## src/rtl/popcount_accumulator.sv

```systemverilog
// XNOR-popcount accumulator for a 10-neuron binarized layer; one image = NUM_BEATS beats.
// Define POPCOUNT_HOLD_EN to keep final counts on the outputs between images.
module popcount_accumulator #(
  parameter int unsigned BEAT_W    = 16,
  parameter int unsigned NUM_BEATS = 25
) (
  input  logic                 clk,
  input  logic                 rst_n,
  input  logic                 start,
  input  logic                 act_valid,
  output logic                 act_ready,
  input  logic [BEAT_W-1:0]    act_data,
  input  logic [10*BEAT_W-1:0] weight_data,
  output logic [8:0]           popcount_out_1,
  output logic [8:0]           popcount_out_2,
  output logic [8:0]           popcount_out_3,
  output logic [8:0]           popcount_out_4,
  output logic [8:0]           popcount_out_5,
  output logic [8:0]           popcount_out_6,
  output logic [8:0]           popcount_out_7,
  output logic [8:0]           popcount_out_8,
  output logic [8:0]           popcount_out_9,
  output logic [8:0]           popcount_out_10,
  output logic                 valid_out,
  output logic                 busy
);

  localparam int unsigned NumNeurons = 10;
  localparam int unsigned AccW       = 9;
  localparam int unsigned PcW        = $clog2(BEAT_W + 1);
  localparam int unsigned CntW       = (NUM_BEATS > 1) ? $clog2(NUM_BEATS) : 1;

  localparam logic [1:0] StIdle  = 2'd0;
  localparam logic [1:0] StAccum = 2'd1;
  localparam logic [1:0] StDone  = 2'd2;

  logic [1:0]                           state_q, state_d;
  logic [CntW-1:0]                      beat_q, beat_d;
  logic [NumNeurons-1:0][AccW-1:0]      acc_q, acc_d;
  logic [NumNeurons-1:0][AccW-1:0]      out_q, out_d;
  logic [NumNeurons-1:0][AccW-1:0]      sum;
  logic                                 beat_fire;
  logic                                 last_beat;

  function automatic logic [PcW-1:0] popcnt(input logic [BEAT_W-1:0] v);
    logic [PcW-1:0] c;
    c = '0;
    for (int i = 0; i < BEAT_W; i++) begin
      c = c + PcW'(v[i]);
    end
    return c;
  endfunction

  assign act_ready = (state_q == StAccum);
  assign busy      = (state_q == StAccum) || (state_q == StDone);
  assign valid_out = (state_q == StDone);
  assign beat_fire = act_valid && act_ready;
  assign last_beat = (beat_q == CntW'(NUM_BEATS - 1));

  // Running sum including the beat currently on the bus.
  always_comb begin
    sum = '0;
    for (int n = 0; n < NumNeurons; n++) begin
      sum[n] = acc_q[n] + AccW'(popcnt(~(act_data ^ weight_data[n*BEAT_W +: BEAT_W])));
    end
  end

  always_comb begin
    state_d = state_q;
    beat_d  = beat_q;
    acc_d   = acc_q;
    out_d   = out_q;
`ifndef POPCOUNT_HOLD_EN
    // Outputs are only meaningful during the valid pulse.
    if (state_q == StDone) begin
      out_d = '0;
    end
`endif
    case (state_q)
      StIdle: begin
        if (start) begin
          acc_d   = '0;
          beat_d  = '0;
          state_d = StAccum;
        end
      end
      StAccum: begin
        if (beat_fire) begin
          acc_d = sum;
          if (last_beat) begin
            out_d   = sum;
            state_d = StDone;
          end else begin
            beat_d = beat_q + CntW'(1);
          end
        end
      end
      StDone: begin
        state_d = StIdle;
      end
      default: begin
        state_d = StIdle;
      end
    endcase
  end

  always_ff @(posedge clk or negedge rst_n) begin
    if (!rst_n) begin
      state_q <= StIdle;
      beat_q  <= '0;
      acc_q   <= '0;
      out_q   <= '0;
    end else begin
      state_q <= state_d;
      beat_q  <= beat_d;
      acc_q   <= acc_d;
      out_q   <= out_d;
    end
  end

  assign popcount_out_1  = out_q[0];
  assign popcount_out_2  = out_q[1];
  assign popcount_out_3  = out_q[2];
  assign popcount_out_4  = out_q[3];
  assign popcount_out_5  = out_q[4];
  assign popcount_out_6  = out_q[5];
  assign popcount_out_7  = out_q[6];
  assign popcount_out_8  = out_q[7];
  assign popcount_out_9  = out_q[8];
  assign popcount_out_10 = out_q[9];

endmodule

```

## config.mk

```make
export PLATFORM = sky130hd
export DESIGN_NAME = popcount_accumulator
export DESIGN_NICKNAME = d
export VERILOG_FILES = /design/src/rtl/popcount_accumulator.sv
export SDC_FILE = /design/constraint.sdc
export NUM_CORES = 1
export LEC_CHECK = 0
export BUFFER_PORTS_ARGS = -buffer_cell sky130_fd_sc_hd__buf_2
export CORE_ASPECT_RATIO = 1.2
export CORE_UTILIZATION = 45
export CTS_BUF_LIST = sky130_fd_sc_hd__clkbuf_16
export CTS_CLUSTER_SIZE = 14
export DETAILED_ROUTE_END_ITERATION = 12
export HOLD_SLACK_MARGIN = 0.15
export PLACE_DENSITY = 0.65
export REMOVE_ABC_BUFFERS = 1
export SLEW_MARGIN = 5
export SYNTH_ARGS = -nofsm -noshare
export SYNTH_HDL_FRONTEND = slang
export SYNTH_SLANG_ARGS = --single-unit
```

## constraint.sdc

```tcl
create_clock -name clk -period 7.1 [get_ports clk]
set_input_delay 1.42 -clock clk [delete_from_list [all_inputs] [get_ports clk]]
set_output_delay 1.42 -clock clk [all_outputs]
set_load 0.01 [all_outputs]
```

Word-level counts from Yosys, hierarchy flattened:

Index checks and enable logic that the tools add are counted.

* bits in registers: 187
* word-level logic and storage cells: 232

* bitwise gates (word level): 20
* add/subtract/negate cells: 161
* reductions and logical operators: 7
* muxes and demuxes: 15
* equality and inequality tests: 7

Operators with widths (count)
* 5-bit by 1-bit adder with 5-bit output: 110
* 90-bit 2-to-1 mux: 6
* 90-bit one-hot mux with 2 select lines: 1
* 16-bit inverter: 10
* 16-bit bitwise XOR: 10
* 9-bit by 5-bit adder with 9-bit output: 10
* 4-bit by 1-bit adder with 5-bit output: 10
* 3-bit by 1-bit adder with 4-bit output: 10
* 2-bit by 1-bit adder with 3-bit output: 10
* 1-bit by 1-bit adder with 2-bit output: 10
* 5-bit 2-to-1 mux: 3
* 5-bit one-hot mux with 2 select lines: 1
* 2-bit 2-to-1 mux: 3
* 3-bit AND reduction: 2
* 5-bit by 1-bit adder with 5-bit output (second input constant): 1
* 5-bit equality test (second input constant): 1
* 2-bit by 1-bit != test with 1-bit output (second input constant): 2
* 2-bit != test (second input constant): 2
* 2-bit one-hot mux with 2 select lines: 1
* 4-bit AND reduction: 1
* 2-bit by 1-bit equality test with 1-bit output (second input constant): 1
* 2-bit equality test (second input constant): 1
* 2-bit zero test: 1
* 2-bit nonzero test: 1
* other kinds (2): 2

Depth between registers and ports, before layout:

Gate-level depths: netlist of the first run.

* word-level depth: 21
* gate-level depth with buffers: 17

Worst setup path before layout of the first run:

No wires, ideal clock.

* kind: input to register
* start point: in act_data[14]
* end point: reg acc_q[62] (netlist bit)
* buffers on the path: 1
* slack: 1132 ps
* library setup time: 76 ps
* stages: 17
* data required time: 7024 ps
* data arrival time: 5892 ps
* cell sequence: clkbuf_1 > xor2_1 > fa_1 > inv_1 > fa_1 > inv_1 > fa_1 > inv_1 > fa_1 > fa_1 > inv_1 > fa_1 > nand2b_2 > a21oi_1 > o2111ai_1 > or3_1 > o21ai_1

* word-level cells in the longest chain between the ends: 7

Ends and longest elaborated chain
* start: declaration: RTL line 12 `input logic [BEAT_W-1:0] act_data,`
* 16-bit bitwise XOR: RTL line 64 `sum[n] = acc_q[n] + AccW'(popcnt(~(act_data ^ weight_data[n*BEAT_W +: BEAT_W])));`
* 16-bit inverter: RTL line 64
* 5-bit by 1-bit adder with 5-bit output (2 in series): RTL line 49 `c = c + PcW'(v[i]);`
* 9-bit by 5-bit adder with 9-bit output: RTL line 64
* 90-bit 2-to-1 mux: RTL line 88 `if (beat_fire) begin`
* 90-bit one-hot mux with 2 select lines: RTL line 79 `case (state_q)`
* end signal: assignment: RTL line 111 `acc_q <= '0;`
* end signal: assignment: RTL line 116 `acc_q <= acc_d;`
* end: declaration: RTL line 39 `logic [NumNeurons-1:0][AccW-1:0] acc_q, acc_d;`

Every way passes these cells. The select of a mux whose other input is x is not followed.
A chain may end at the register's enable or synchronous reset.

Worst setup path after layout of the first run:

* start point: in act_data[14]
* end point: reg acc_q[60] (netlist bit)

The elaborated chain is that of the path after synthesis.

==> impl_metrics.py, run 1 <==
metrics = {
    "timing": {
        "setup_viol_count_final": 0,
        "setup_tns_ns": 0,
        "fmax_mhz": 173,
        "fin_hold_ws_ns": 0.493,
        "finalCriticalPeriod_ns": 5.77,
        "finalCritPeriodShare_pct": 81.2,
        "max_slew_margin_pct": 23.4,
        "drv_slew": 0,
        "finClkSkew_ns": 0.0197,
        "finalHoldViolations": 0,
        "rsz0062_at_grt": "no",
        "worst_pin_slew_ns": 1.15,
    },
    "setup_path": {
        "path_buf_inv": 5,
        "startpoint": "act_data[14]",
        "critPathLaunchType": "primary input",
        "crit_top_cell": "fa_1",
        "cp.depth": 17,
        "crit_fanout": 10,
        "critPathSlowestCell": "fa_1",
        "cp_slowest_stage_delay_ns": 0.56,
        "endpoint_kind": "flip-flop",
        "cp.arrival_ns": 6.15,
        "r2r_start": "acc_q[0]$_DFFE_PN0P_",
        "worstPathCellList": "buf_2 > xor2_1 > fa_1 > inv_1 > fa_1 > inv_1 > fa_1 > inv_1 > fa_1 > fa_1 > inv_1 > fa_1 > nand2b_2 > a21oi_1 > o21ai_0 > or3_1 > o21ai_1",
        "reg2regPathDepth": 14,
        "r2r_slack_ns": 2.48,
        "worstPathRequired_ns": 7.49,
        "cpLargestDelayFamily": "adder cells",
        "setup.worst_path.class": "primary input to flip-flop",
    },
    "floorplanning": {
        "fp-row-count": 72,
        "io_pins": 273,
        "dieArea_um2": 33600,
        "core_um2": 32300,
        "chipWidth_um": 168,
        "die_h_um": 201,
        "start_util_pct": 45.8,
    },
    "layout": {
        "layout_common_cells": "buf_2, inv_1, dfrtp_1",
        "drive_above_1_share_pct": 19.5,
        "design_area_um2": 17100,
        "final_nets": 2135,
        "fin_util_pct": 52.7,
        "fillers": 3026,
        "area_growth_pct": 15.2,
        "final_common_cell": "buf_2",
    },
    "placement": {
        "hpwl_mm": 31.2,
        "place_area_um2": 16500,
        "globalplace.congestion": 0.888,
        "port-buffer-count": 272,
    },
    "grt": {
        "grt_max_degree": 106,
        "track_usage_pct": 26.6,
        "antenna_found_initial": 7,
        "grt_overflow": 0,
        "grt_pass1_wl_mm": 67.1,
        "grt_pass1_vias": 11919,
    },
    "status": {
        "outcome": "finished, final reports clean",
    },
    "job": {
        "maxCapViolCount": 0,
    },
    "logic_synthesis": {
        "yosys.area_share.simple_pct": 11.0,
        "yosysTopAreaCell": "dfrtp_1",
        "ys_ff_latch": 187,
        "syn-cell-area_um2": 14800,
        "ys.warnings.count": 0,
        "ys_seq_area_share_pct": 31.6,
        "synthCells": 1513,
        "synth_top_area_share_pct": 31.6,
        "avgSynthCellArea_um2": 9.78,
        "synth_xor_area_share_pct": 13.0,
        "synthAdderAreaFrac_pct": 23.4,
        "synth-edff-count": 0,
        "synthTopCellsByArea": "dfrtp_1, fa_1, xnor2_1",
        "synth_mux_area_share_pct": 0.144,
        "synth_top_family_by_area": "adder cells",
        "synth.distinct_cells": 46,
        "synthArstFlopShare_pct": 100,
        "synth_compound_area_share_pct": 12.7,
        "synth_ff_type": "dfrtp_1",
    },
    "cts": {
        "clk_pin_slew_ns": 0.07,
        "cts-root-buf": "clkbuf_16",
        "cts.repair.resized": 0,
        "cts_setup_buffers": 0,
        "cts.path.max_buffers": 2,
        "clk_latency_ns": 0.47,
        "cts.hold.buffers_added": 0,
        "cts_buffers": 17,
        "cts.sinks": 187,
        "cts_max_level": 4,
        "cts_tree": "done",
    },
    "power_and_ir_drop": {
        "power.leakage_uw": 0.00850,
        "peakVddDrop_uv": 280,
        "powerDensity_nw_per_um2": 407,
    },
    "min_path": {
        "worst_hold_path_type": "flip-flop to flip-flop",
        "hold_start": "acc_q[76]$_DFFE_PN0P_",
        "hold-path-cell-count": 2,
    },
    "route": {
        "drcViolationCount": 0,
        "ant_nets": 0,
        "wl_per_cell_um": 19.7,
        "postRouteWirelength_mm": 43.0,
        "dr.pass1.iters": 5,
        "routed-via-count": 11644,
        "initialDrtViolationCount": 692,
        "via_per_inst": 5.35,
    },
}
## report_power, final
part	internal [µW]	switching (µW)
Combinational	1880	2810
Sequential	1210	104
Clock	461	482
Total	3550	3390
## tightest hold or removal path, stage by stage, from the launching register on
cell	delay (ns)
dfrtp_1	0.35
nand2_1	0.06
o31ai_2	0.05
## cells by family after synthesis
group	count (synthesis)
buf+inv	301
flops	187
xor+xnor	220
simple gates	297
compound gates	301
fa+ha+maj	205
mux	2
## synth_stat cells (3+ instances only)
library cell / number
a22o_1: 20
clkbuf_1: 43
a211oi_1: 10
and3_1: 4
a31oi_1: 6
nand2_1: 104
buf_4: 3
nand3b_1: 90
a21oi_1: 52
or3_1: 20
nand3_1: 27
xnor2_1: 142
o2111ai_1: 17
dfrtp_1: 187
inv_1: 230
ha_1: 85
nor3_1: 3
o31ai_1: 29
o21ai_0: 125
fa_1: 120
nand2b_1: 10
xor2_1: 78
o31ai_2: 6
buf_6: 5
buf_2: 20
nor2_2: 3
o21ai_1: 25
nor2_1: 25
## final cells by class
class | count | area [µm²] | area share [%]
timing repair buffer | 289 | 1500 | 8.78
multi-input combinational | 1025 | 8940 | 52.4
inverter | 230 | 863 | 5.06
tap | 407 | 509 | 2.99
sequential | 187 | 4680 | 27.4
clock inverter | 15 | 128 | 0.748
antenna | 6 | 15.0 | 0.0880
clock buffer | 17 | 425 | 2.49
## flip-flops by register name, summed over array words and instances, names as in the netlist
name / count
acc_q: 90
popcount_out_10: 9
popcount_out_1: 9
popcount_out_2: 9
popcount_out_3: 9
popcount_out_4: 9
popcount_out_5: 9
popcount_out_6: 9
popcount_out_7: 9
popcount_out_8: 9
popcount_out_9: 9
beat_q: 5
state_q: 2
## worst paths after layout
check                                              end
max                              acc_q[60]$_DFFE_PN0P_
min                              acc_q[76]$_DFFE_PN0P_
max reg2reg                       acc_q[6]$_DFFE_PN0P_
min reg2reg                      acc_q[76]$_DFFE_PN0P_
max in group asynchronous        acc_q[20]$_DFFE_PN0P_
min in group asynchronous  popcount_out_9[8]$_DFF_PN0_
## routing by layer
layer	track usage, %	part of all wire, %
met1	34.4	42
met2	43.7	49
met3	4.73	5.3
met4	11.6	3.6
met5	0	0.030
## stage by stage
| stage | worst slack (ns) | power [µW] | cells |
|---|---|---|---|
| floorplan | 1.56 | 4750 | 1442 |
| global placement | 1.01 | 5830 | 2138 |
| detailed placement | 0.856 | 5990 | 2138 |
| CTS | 1.33 | 6970 | 2170 |
| global route | 1.07 | 7680 | 2173 |
| finish | 1.33 | 6940 | 2176 |
Note: power is estimated with default switching activity, not from simulation.
==> run 2: changes to the inputs <==
--- a/config.mk
+++ b/config.mk
@@ -5,6 +5,7 @@
 export SDC_FILE = /design/constraint.sdc
 export NUM_CORES = 1
 export LEC_CHECK = 0
+export ABC_AREA = 1
 export BUFFER_PORTS_ARGS = -buffer_cell sky130_fd_sc_hd__buf_2
 export CORE_ASPECT_RATIO = 1.2
 export CORE_UTILIZATION = 45
==> constraint.sdc (replaced) <==
create_clock -name clk -period 5.6 [get_ports clk]
set_input_delay 1.12 -clock clk [delete_from_list [all_inputs] [get_ports clk]]
set_output_delay 1.12 -clock clk [all_outputs]
set_load 0.01 [all_outputs]
==> run 2 against run 1 <==
Register-to-register slack got worse by 1.2 ns. Global-route usage decreased by 0.055 points. Flip-flop and latch count stayed put. Critical path depth increased by 1. Final cell count up 16%. Non-clock buffer count grew 1. Largest cell class unchanged.
==> impl_metrics.py, run 2 <==
metrics = {
    "grt": {
        "grt_max_degree": 105,
        "antenna_found_initial": 2,
        "grt_pass1_vias": 12818,
        "track_usage_pct": 26.6,
        "grt_overflow": 0,
        "grt_pass1_wl_mm": 68.4,
    },
    "cts": {
        "cts_setup_buffers": 0,
        "cts.hold.buffers_added": 0,
        "cts.sinks": 187,
        "cts.path.max_buffers": 2,
        "clk_pin_slew_ns": 0.08,
        "cts_max_level": 4,
        "cts_buffers": 17,
        "cts-root-buf": "clkbuf_16",
        "cts.repair.resized": 0,
        "clk_latency_ns": 0.45,
        "cts_tree": "done",
    },
    "placement": {
        "place_area_um2": 16800,
        "preCtsSetupSlack_ns": 0.00498,
        "dpl.cell_count": 2486,
        "globalplace.congestion": 0.874,
        "hpwl_mm": 31.7,
        "port-buffer-count": 272,
    },
    "logic_synthesis": {
        "ys_ff_latch": 187,
        "yosysTopAreaCell": "dfrtp_1",
        "post-synth-top-count-cell": "nand2_1",
        "synth_commonest_cells": "nand2_1, inv_1, nand3_1",
        "synth-edff-count": 0,
        "synthCells": 1809,
        "synth_ff_type": "dfrtp_1",
        "ys_seq_area_share_pct": 31.1,
        "synthArstFlopShare_pct": 100,
        "ys.warnings.count": 0,
        "avgSynthCellArea_um2": 8.32,
        "synthTopCellsByArea": "dfrtp_1, fa_1, nand2_1",
        "synth.distinct_cells": 27,
        "synth_top_area_share_pct": 31.1,
        "syn-cell-area_um2": 15100,
    },
    "timing": {
        "setup_viol_count_final": 0,
        "worst_pin_slew_ns": 1.26,
        "drv_slew": 0,
        "setup_tns_ns": 0,
        "finalHoldViolations": 0,
        "finalCriticalPeriod_ns": 5.15,
        "fin_hold_ws_ns": 0.495,
        "max_slew_margin_pct": 15.8,
        "fmax_mhz": 194,
        "rsz0062_at_grt": "no",
        "finClkSkew_ns": 0.0130,
        "setup_slack_ns": 0.451,
        "finalCritPeriodShare_pct": 91.9,
    },
    "floorplanning": {
        "fp-row-count": 73,
        "chipWidth_um": 169,
        "io_pins": 273,
        "core_um2": 33100,
        "start_util_pct": 45.5,
        "die_h_um": 202,
        "dieArea_um2": 34200,
    },
    "layout": {
        "design_area_um2": 17400,
        "final_common_cell": "nand2_1",
        "final_cells": 2519,
        "largest_reg_flops": 90,
        "drive_above_1_share_pct": 16.3,
        "layout_common_cells": "nand2_1, inv_1, buf_2",
        "final_nets": 2440,
        "regMostFlops": "acc_q",
        "fillers": 3270,
        "area_growth_pct": 15.5,
    },
    "route": {
        "dr.pass1.iters": 5,
        "initialDrtViolationCount": 562,
        "routed-via-count": 12528,
        "wl_per_cell_um": 17.2,
        "drcViolationCount": 0,
        "via_per_inst": 4.97,
        "postRouteWirelength_mm": 43.4,
        "ant_nets": 0,
    },
    "setup_path": {
        "path_buf_inv": 5,
        "critPathSlowestCell": "fa_1",
        "crit_fanout": 10,
        "crit_top_cell": "fa_1",
        "setup.worst_path.class": "primary input to flip-flop",
        "r2r_slack_ns": 1.30,
        "endpoint_kind": "flip-flop",
        "cp_slowest_stage_delay_ns": 0.56,
        "cpLargestDelayFamily": "adder cells",
        "worstPathCellList": "buf_2 > xor2_1 > fa_1 > inv_1 > fa_1 > inv_1 > fa_1 > inv_1 > fa_1 > fa_1 > inv_1 > fa_1 > o21ai_0 > nand3_1 > nand2_1 > nand2_1 > nand3_1 > nand2_1",
        "worstPathRequired_ns": 5.94,
        "cp.arrival_ns": 5.49,
        "critPathLaunchType": "primary input",
    },
    "power_and_ir_drop": {
        "powerDensity_nw_per_um2": 535,
        "peakVddDrop_uv": 501,
        "power.leakage_uw": 0.00991,
    },
    "status": {
        "outcome": "finished, final reports clean",
    },
    "min_path": {
        "worst_hold_path_type": "flip-flop to flip-flop",
    },
    "job": {
        "maxCapViolCount": 0,
    },
}
==> run 2: per-layer routing <==
| metal | GRT usage, % | share of wire (%) | routed length (µm) | up-vias |
|---|---|---|---|---|
| met4 | 10.7 | 3.8 | 1630 | 2 |
| met3 | 4.78 | 5.7 | 2460 | 83 |
| li1 | - | - | - | 6065 |
| met5 | 0 | 0.028 | 12 | - |
| met2 | 45.4 | 49 | 21300 | 362 |
| met1 | 33.0 | 41 | 17900 | 6016 |
==> run 2: kinds of logic (layout without fill, tap and decap cells) <==
group	Yosys count	after routing	share of synthesized area (%)
buffers and inverters	364	623	9.77
AO/OA/AOI/OAI	92	92	3.18
XOR/XNOR	187	187	10.9
adder cells (fa/ha/maj)	205	205	23.0
AND/OR/NAND/NOR	774	774	22.1
other	0	1	0
flip-flops	187	187	31.1
==> run 2: through the flow <==
step           power, µW  util (%)
2_1_floorplan       6340         -
3_5_place_dp        8180      50.9
5_1_grt            10400      52.6
3_3_place_gp        7960      50.9
4_1_cts             9420      52.6
6_report            9300      52.6
==> run 2: power by group <==
group / leakage, µW / switching [µW] / internal, µW
sequential: 0.00257 / 127 / 1520
combinational: 0.00708 / 4060 / 2390
clock: 0.000258 / 610 / 584
total: 0.00991 / 4800 / 4500
==> run 2: worst paths after layout <==
| kind | startpoint | to | cells past startpoint |
|---|---|---|---|
| setup / recovery | act_data[14] | acc_q[78]$_DFFE_PN0P_ | 18 |
| hold / removal | acc_q[38]$_DFFE_PN0P_ | acc_q[38]$_DFFE_PN0P_ | 2 |
| setup reg to reg | acc_q[0]$_DFFE_PN0P_ | popcount_out_1[8]$_DFF_PN0_ | 15 |
| hold reg to reg | acc_q[38]$_DFFE_PN0P_ | acc_q[38]$_DFFE_PN0P_ | 2 |
| max in group asynchronous | rst_n | popcount_out_7[0]$_DFF_PN0_ | 2 |
| min in group asynchronous | rst_n | popcount_out_8[5]$_DFF_PN0_ | 1 |
==> run 2: tightest hold or removal path: stages, from the launching register on <==
cell and delay, ns:
dfrtp_1 0.35, nand2_1 0.05, o21ai_0 0.06
==> run 2: final cells by class <==
type,instances,area (µm²),area share [%]
multi-input cells,1258,8920,51.3
repair buffers,290,1540,8.87
inverters,301,1130,6.50
well taps,450,563,3.24
clock buffers,17,425,2.45
clock inverters,15,130,0.748
diodes,1,2.50,0.0144
flip-flops and latches,187,4680,26.9
==> run 3: changes to the inputs <==
--- a/config.mk
+++ b/config.mk
@@ -14,6 +14,7 @@
 export DETAILED_ROUTE_END_ITERATION = 12
 export HOLD_SLACK_MARGIN = 0.15
 export PLACE_DENSITY = 0.65
+export RECOVER_POWER = 50
 export REMOVE_ABC_BUFFERS = 1
 export SLEW_MARGIN = 5
 export SYNTH_ARGS = -nofsm -noshare
==> run 3 against run 2 <==
The flow now finishes with violations (max-capacitance violations, max-slew violations). First-iteration DRC count rose by 7.3%. Clock-buffer cell count did not move. Power barely moved. Routed wire length rose by 0.25%. Worst setup slack improved by 0.0075 ns. Register-to-register slack barely moved. Critical endpoint unchanged.
==> impl_metrics.py, run 3 (synthesis results as in run 2) <==
metrics = {
    "cts": {
        "clk_pin_slew_ns": 0.08,
        "cts.hold.buffers_added": 0,
        "cts.repair.resized": 0,
        "cts.sinks": 187,
        "cts_tree": "done",
        "cts_buffers": 17,
        "cts_setup_buffers": 0,
        "cts-root-buf": "clkbuf_16",
        "clk_latency_ns": 0.45,
        "cts_max_level": 4,
        "cts.path.max_buffers": 2,
    },
    "timing": {
        "finalCriticalPeriod_ns": 5.14,
        "worst_pin_slew_ns": 4.08,
        "rsz0062_at_grt": "no",
        "drv_slew": 84,
        "finalHoldViolations": 0,
        "finalCritPeriodShare_pct": 91.8,
        "max_slew_margin_pct": -172,
        "setup_slack_ns": 0.458,
        "fmax_mhz": 194,
        "setup_viol_count_final": 0,
        "finClkSkew_ns": 0.0131,
        "setup_tns_ns": 0,
    },
    "setup_path": {
        "cp.arrival_ns": 5.48,
        "path_buf_inv": 5,
        "critPathLaunchType": "primary input",
        "setup.worst_path.class": "primary input to flip-flop",
        "worstPathCellList": "buf_2 > xor2_1 > fa_1 > inv_1 > fa_1 > inv_1 > fa_1 > inv_1 > fa_1 > fa_1 > inv_1 > fa_1 > o21ai_0 > nand3_1 > nand2_1 > nand2_1 > nand3_1 > nand2_1",
        "critPathSlowestCell": "fa_1",
        "crit_top_cell": "fa_1",
        "worstPathRequired_ns": 5.94,
        "cpLargestDelayFamily": "adder cells",
        "cp_slowest_stage_delay_ns": 0.56,
        "endpoint_kind": "flip-flop",
        "crit_fanout": 10,
    },
    "placement": {
        "preCtsSetupSlack_ns": 0.00498,
        "port-buffer-count": 272,
        "globalplace.congestion": 0.874,
        "hpwl_mm": 31.7,
    },
    "floorplanning": {
        "core_um2": 33100,
        "die_h_um": 202,
        "dieArea_um2": 34200,
        "start_util_pct": 45.5,
        "fp-row-count": 73,
        "io_pins": 273,
        "chipWidth_um": 169,
    },
    "layout": {
        "fin_util_pct": 52.4,
        "regMostFlops": "acc_q",
        "area_growth_pct": 15.1,
        "final_common_cell": "nand2_1",
        "fillers": 3301,
        "drive_above_1_share_pct": 14.0,
        "largest_reg_flops": 90,
        "final_nets": 2440,
        "layout_common_cells": "nand2_1, inv_1, nand3_1",
    },
    "grt": {
        "track_usage_pct": 26.6,
        "antenna_found_initial": 2,
        "grt_pass1_wl_mm": 68.4,
        "grt_overflow": 0,
        "grt_pass1_vias": 12818,
        "grt_max_degree": 105,
    },
    "route": {
        "via_per_inst": 4.99,
        "routed-via-count": 12568,
        "drcViolationCount": 0,
        "dr.pass1.iters": 5,
        "postRouteWirelength_mm": 43.5,
        "ant_nets": 0,
        "initialDrtViolationCount": 603,
        "wl_per_cell_um": 17.3,
    },
    "job": {
        "maxCapViolCount": 1,
    },
    "status": {
        "outcome": "finished, violations left",
        "violations": "max-capacitance violations, max-slew violations",
    },
    "min_path": {
        "worst_hold_path_type": "flip-flop to flip-flop",
    },
    "power_and_ir_drop": {
        "powerDensity_nw_per_um2": 537,
        "power.leakage_uw": 0.00972,
        "peakVddDrop_uv": 509,
    },
}
-- run 3: per-layer routing --
metal | part of all wire [%] | routed length (µm) | GRT usage [%]
met1 | 41 | 18000 | 33.0
met2 | 49 | 21300 | 45.4
met3 | 5.6 | 2430 | 4.78
met4 | 3.8 | 1670 | 10.7
met5 | 0.028 | 12 | 0
-- run 3: layout make-up --
type | count | area, µm² | area share (%)
antenna | 1 | 2.50 | 0.0144
clock buffer | 17 | 425 | 2.45
clock inverter | 15 | 130 | 0.751
inverter | 301 | 1130 | 6.53
multi-input combinational | 1258 | 8910 | 51.4
sequential | 187 | 4680 | 27.0
tap | 450 | 563 | 3.25
timing repair buffer | 290 | 1490 | 8.58
-- run 3: final timing paths --
| path | start | end | slack (ns) | depth (start not counted) |
|---|---|---|---|---|
| worst max-delay path | act_data[14] | acc_q[78]$_DFFE_PN0P_ | 0.46 | 18 |
| worst min-delay path | acc_q[38]$_DFFE_PN0P_ | acc_q[38]$_DFFE_PN0P_ | 0.50 | 2 |
| worst max register to register | acc_q[0]$_DFFE_PN0P_ | popcount_out_1[8]$_DFF_PN0_ | 1.29 | 15 |
| worst min register to register | acc_q[38]$_DFFE_PN0P_ | acc_q[38]$_DFFE_PN0P_ | 0.50 | 2 |
| max in group asynchronous | rst_n | popcount_out_3[6]$_DFF_PN0_ | 1.05 | 1 |
| min in group asynchronous | rst_n | popcount_out_8[5]$_DFF_PN0_ | 2.20 | 1 |
-- run 3: power by group --
part           switching [µW]  internal (µW)
Sequential                126           1520
Clock                     610            584
Combinational            4070           2390
Total                    4800           4500
-- run 3: tightest hold or removal path: stages (launching register included) --
cell,delay [ns]
dfrtp_1,0.35
nand2_1,0.05
o21ai_0,0.06
-- run 3: per-stage QoR --
step	total power (µW)	hold WS [ns]	cell area, µm²	instances
after floorplan	6340	0.455	14700	1746
after CTS	9420	0.497	17400	2518
after detailed placement	8180	0.476	16800	2486
after global placement	7960	0.472	16800	2486
after global routing	10400	0.518	17300	2518
final	9300	0.495	17300	2519
